<file path="src/rtl/fir_seq_pkg.sv">
// Shared types and constants for the FIR host sequencer.
// The FIR instance reuses the tap and fire-length constants.
package fir_seq_pkg;

  localparam int FIR_TAPS        = 16;
  localparam int FIR_FIRE_CYCLES = 4;

  typedef enum logic [2:0] {
    IDLE,
    WIND,
    READY,
    LOAD,
    FIRE,
    WAIT,
    HOLD
  } fir_seq_state_t;

endpackage

</file>
<file path="src/rtl/fir_sequencer.sv">
// Drives the FIR shift/fire strobes from coefficient and sample
// streams and returns the captured FIR result on a result stream.
module fir_sequencer
  import fir_seq_pkg::*;
#(
  parameter int TAPS        = FIR_TAPS,
  parameter int FIRE_CYCLES = FIR_FIRE_CYCLES,
  parameter int TIMEOUT     = 15,
  parameter int DW          = 16
) (
  input  logic          clk,
  input  logic          rst,
  input  logic          coef_start,
  input  logic          coef_valid,
  input  logic [DW-1:0] coef_data,
  output logic          coef_ready,
  input  logic          s_valid,
  input  logic [DW-1:0] s_data,
  output logic          s_ready,
  output logic          r_valid,
  output logic [DW-1:0] r_data,
  input  logic          r_ready,
  output logic          err,
  output logic          cfg_done,
  output logic          fir_wind,
  output logic          fir_load,
  output logic          fir_in_valid,
  output logic [DW-1:0] fir_data,
  input  logic          fir_out_valid,
  input  logic [DW-1:0] fir_out
);

  localparam int TW = (TAPS > 1) ? $clog2(TAPS) : 1;
  localparam int FW = $clog2(FIRE_CYCLES + 1);
  localparam int MW = $clog2(TIMEOUT + 1);

  fir_seq_state_t state_q, state_d;

  logic [TW-1:0] tap_q, tap_d;
  logic [FW-1:0] fire_q, fire_d;
  logic [MW-1:0] tmo_q, tmo_d;

  logic          wind_q, wind_d;
  logic          load_q, load_d;
  logic          inv_q, inv_d;
  logic [DW-1:0] data_q, data_d;
  logic          rvalid_q, rvalid_d;
  logic [DW-1:0] rdata_q, rdata_d;
  logic          err_q, err_d;
  logic          cfg_q, cfg_d;

  // coef_start wins over a same-cycle sample
  logic s_rdy;
  assign s_rdy = (state_q == READY) && !coef_start;

  always_comb begin
    state_d  = state_q;
    tap_d    = tap_q;
    fire_d   = fire_q;
    tmo_d    = tmo_q;
    rvalid_d = rvalid_q;
    rdata_d  = rdata_q;
    err_d    = err_q;
    cfg_d    = cfg_q;
    wind_d   = 1'b0;
    data_d   = '0;
    unique case (state_q)
      IDLE: begin
        if (coef_start) begin
          state_d = WIND;
          tap_d   = '0;
        end
      end
      WIND: begin
        if (coef_valid) begin
          wind_d = 1'b1;
          data_d = coef_data;
          if (tap_q == TW'(TAPS - 1)) begin
            tap_d   = '0;
            cfg_d   = 1'b1;
            state_d = READY;
          end else begin
            tap_d = tap_q + TW'(1);
          end
        end
      end
      READY: begin
        if (coef_start) begin
          state_d = WIND;
          tap_d   = '0;
          cfg_d   = 1'b0;
        end else if (s_valid) begin
          data_d  = s_data;
          state_d = LOAD;
        end
      end
      LOAD: begin
        fire_d  = '0;
        state_d = FIRE;
      end
      FIRE: begin
        if (fir_out_valid) begin
          rdata_d  = fir_out;
          rvalid_d = 1'b1;
          state_d  = HOLD;
        end else if (fire_q == FW'(FIRE_CYCLES - 1)) begin
          tmo_d   = '0;
          state_d = WAIT;
        end else begin
          fire_d = fire_q + FW'(1);
        end
      end
      WAIT: begin
        if (fir_out_valid) begin
          rdata_d  = fir_out;
          rvalid_d = 1'b1;
          state_d  = HOLD;
        end else if (tmo_q == MW'(TIMEOUT - 1)) begin
          err_d   = 1'b1;
          state_d = READY;
        end else begin
          tmo_d = tmo_q + MW'(1);
        end
      end
      HOLD: begin
        if (r_ready) begin
          rvalid_d = 1'b0;
          state_d  = READY;
        end
      end
      default: state_d = IDLE;
    endcase
    load_d = (state_d == LOAD);
    inv_d  = (state_d == FIRE);
  end

  always_ff @(posedge clk or posedge rst) begin
    if (rst) begin
      state_q  <= IDLE;
      tap_q    <= '0;
      fire_q   <= '0;
      tmo_q    <= '0;
      wind_q   <= 1'b0;
      load_q   <= 1'b0;
      inv_q    <= 1'b0;
      data_q   <= '0;
      rvalid_q <= 1'b0;
      rdata_q  <= '0;
      err_q    <= 1'b0;
      cfg_q    <= 1'b0;
    end else begin
      state_q  <= state_d;
      tap_q    <= tap_d;
      fire_q   <= fire_d;
      tmo_q    <= tmo_d;
      wind_q   <= wind_d;
      load_q   <= load_d;
      inv_q    <= inv_d;
      data_q   <= data_d;
      rvalid_q <= rvalid_d;
      rdata_q  <= rdata_d;
      err_q    <= err_d;
      cfg_q    <= cfg_d;
    end
  end

  assign coef_ready   = (state_q == WIND);
  assign s_ready      = s_rdy;
  assign r_valid      = rvalid_q;
  assign r_data       = rdata_q;
  assign err          = err_q;
  assign cfg_done     = cfg_q;
  assign fir_wind     = wind_q;
  assign fir_load     = load_q;
  assign fir_in_valid = inv_q;
  assign fir_data     = data_q;

endmodule
</file>
<file path="config.mk">
export PLATFORM = sky130hd
export DESIGN_NAME = fir_sequencer
export DESIGN_NICKNAME = d
export VERILOG_FILES = /design/src/rtl/fir_seq_pkg.sv /design/src/rtl/fir_sequencer.sv
export SDC_FILE = /design/constraint.sdc
export NUM_CORES = 1
export LEC_CHECK = 0
export CELL_PAD_IN_SITES_DETAIL_PLACEMENT = 1
export CELL_PAD_IN_SITES_GLOBAL_PLACEMENT = 1
export CORE_UTILIZATION = 29
export DETAILED_ROUTE_END_ITERATION = 6
export MAX_ROUTING_LAYER = met4
export PLACE_DENSITY_LB_ADDON = 0.15
export REMOVE_ABC_BUFFERS = 1
export SLEW_MARGIN = 30
export SYNTH_ARGS = -nofsm -noshare
export SYNTH_HDL_FRONTEND = slang
export SYNTH_SLANG_ARGS = --single-unit
</file>
<file path="constraint.sdc">
create_clock -name clk -period 1.84 [get_ports clk]
set_input_delay 0.276 -clock clk [delete_from_list [all_inputs] [get_ports clk]]
set_output_delay 0.276 -clock clk [all_outputs]
set_load 0.03 [all_outputs]
</file>
==> results_dict.tcl <==
set metrics [dict create \
    antenna_cells 0 \
    cpPeakStageDelay_ps 390 \
    synth_area_leader_cell "dfrtp_1" \
    firstDrtPassIters 4 \
    post_drt_wl_per_cell_um 14.6 \
    power.density_nw_per_um2 1350 \
    synth_area_um2 2200 \
    io_pins 95 \
    critPathSlowestCell "dfrtp_1" \
    cp.arrival_ps 2190 \
    crit_path_cell_trace "ha_2 > ha_4 > nor2_4 > a2111oi_4 > a221o_2 > nor3b_4 > mux2_4" \
    setup_viol 3 \
    finClkSkew_ps 11.7 \
    die_area_um2 7950 \
    root_buffer "clkbuf_8" \
    synth_top_area_share_pct 59.1 \
    critical_path_class "register to register" \
    vdd_drop_max_mv 0.390 \
    path_clk_slew_ps 100 \
    grt.total_usage_pct 15.6 \
    fmax_mhz 499 \
    multi_input_area_um2 907 \
    max_cap_violations 0 \
    hp-class "input port to async pin" \
    io_buffers 94 \
    clockBufferDepth 2 \
    gp_congestion 0.738 \
    synthTopCellsByArea "dfrtp_1 (59%), mux2_2 (8.7%), a22o_1 (6.8%)" \
    cts_sinks 52 \
    path_depth 7 \
    clk_latency_ps 310 \
    ys_ff_latch 52 \
    fin_crit_sh_pct 109 \
    tns_ps -484 \
    mostFrequentLayoutCells "clkdlybuf4s50_1 (92), dfrtp_1 (50), buf_4 (36), mux2_2 (17), a22o_1 (17)" \
    cts_tree "built" \
    violations "negative setup slack" \
    hold_violations 0 \
    drv_slew 0 \
    slew_headroom_pct 76.0 \
    grt_max_degree 24 \
    die-height_um 89.2 \
    core_area_um2 7290 \
    yosysWarnings 0 \
    grt_pass1_wl_um 8930 \
    syn2layout_area_growth_pct 67.2 \
    crit_buf_inv 0 \
    rsz0062_at_grt "true" \
    antenna_found_initial 0 \
    outcome "finished with violations" \
    worst_slack_ps -166 \
    die_x_um 89.2 \
    final-seq-area_um2 1300 \
    routed_via_density 4.49 \
    htreeDepth 2 \
    drive_above_1_share_pct 27.9 \
    dp_hpwl_um 4460 \
    start_util_pct 30.2 \
    fillers 791 \
    syn_inst 169 \
    reg2regPathDepth 7 \
    crit_fanout 4 \
    crit_family "simple AND/OR/NAND/NOR gates" \
    final_common_cell "clkdlybuf4s50_1" \
    ys_seq_area_share_pct 59.1 \
    netlist-cell-type-count 34 \
    first_global_vias 1826 \
    fin_crit_ps 2010 \
    leakagePower_uw 0.00163 \
    cts-hold-fix-buffers 0 \
    tightest_slew_ps 359 \
    num-nets-final 360 \
    numCtsBuffers 5 \
    synth_area_per_cell_um2 13.0 \
    drc 0 \
    crit_path_end_kind "register" \
    holdWs_ps 261 \
    wl_um 5860 \
    row_count 31 \
    required_ps 2030 \
    drt_iter0_drc 17 \
    start_kind "register" \
    vias 1797 \
    ant_nets 0 \
    overflow 0 \
]
-- worst paths after layout --
check	slack (ps)	endpoint	from
setup / recovery	-170	fire_q[0]	fire_q[0]
hold / removal	260	r_data[7]	rst
setup reg to reg	-170	fire_q[0]	fire_q[0]
hold reg to reg	510	r_data[13]	r_data[13]
max in group asynchronous	960	fir_data[11]	rst
min in group clk	510	r_data[13]	r_data[13]
-- per-stage QoR --
step | power, µW | instances | setup WS (ps) | util [%] | area, µm²
detailed placement | 4180 | 387 | -368 | 47.9 | 3490
finish | 4960 | 400 | -166 | 50.5 | 3680
CTS | 4960 | 398 | -212 | 49.9 | 3640
floorplan | 2990 | 162 | -316 | - | 2160
global placement | 4120 | 387 | -279 | 47.9 | 3490
global route | 5260 | 400 | -241 | 50.5 | 3680
-- final cells by class --
| class | instances | share of cell area, % |
|---|---|---|
| sequential | 52 | 35.4 |
| timing repair buffer | 131 | 33.7 |
| multi-input combinational | 105 | 24.6 |
| tap | 99 | 3.36 |
| clock buffer | 6 | 1.97 |
| inverter | 5 | 0.509 |
| clock inverter | 2 | 0.441 |
-- logic make-up (layout without fill, tap and decap cells) --
kind of cell / Yosys count / count (layout) / synth area share, %
buffers and inverters: 12 / 144 / 2.61
XOR/XNOR: 2 / 2 / 0.795
multiplexers: 20 / 20 / 10.4
adder cells (fa/ha/maj): 5 / 5 / 2.84
AO/OA/AOI/OAI: 38 / 38 / 13.6
AND/OR/NAND/NOR: 40 / 40 / 10.7
flip-flops: 52 / 52 / 59.1
-- per-layer routing --
layer	global-route usage, %	vias up	part of all wire (%)
li1	-	862	-
met4	4.76	0	1.5
met3	3.14	8	4.1
met5	-	-	0
met1	18.9	877	43
met2	26.2	50	51
-- flip-flops by register name, summed over array words and instances, names as in the netlist, 3 cells and up --
signal    count
fire_q        3
tmo_q         4
state_q       3
r_data       16
tap_q         4
fir_data     16
-- cell usage after synthesis --
cell type / number
and3b_1: 1
nor2b_1: 4
mux2_1: 2
ha_1: 5
mux2_4: 1
nor3b_1: 2
nand2_1: 9
o21bai_1: 1
a2111oi_4: 1
nor2_1: 9
or3b_2: 1
mux2_2: 17
a21o_1: 3
nand3b_1: 1
and3_4: 1
buf_2: 4
a31oi_1: 2
xor2_1: 2
nor3b_4: 1
a21oi_1: 5
clkbuf_1: 2
a221o_2: 1
nand2b_1: 3
buf_6: 1
inv_1: 5
nand4_1: 3
and4bb_1: 1
a22o_1: 17
o21ai_0: 7
nor2_2: 1
dfrtp_1: 52
nand3_1: 2
and3_2: 1
a311oi_1: 1
-- where the power goes --
part	internal (µW)	switching [µW]	total, µW
clock network	271	382	653
registers	1480	220	1700
logic	1350	1250	2600
-- repair_timing --
| item | 4_1_cts | 5_1_grt |
|---|---|---|
| pin swaps | 5 | 6 |
| setup endpoints to repair | 6 | 8 |
| resized for setup | 11 | 7 |
| setup buffers | 3 | 2 |
-- worst register-to-register path, cell delays in order, from the launching register on --
cell and delay (ps):
dfrtp_1 390, ha_2 200, ha_4 170, nor2_4 100
a2111oi_4 50, a221o_2 340, nor3b_4 320, mux2_4 330
Note: power is estimated with default switching activity, not from simulation.
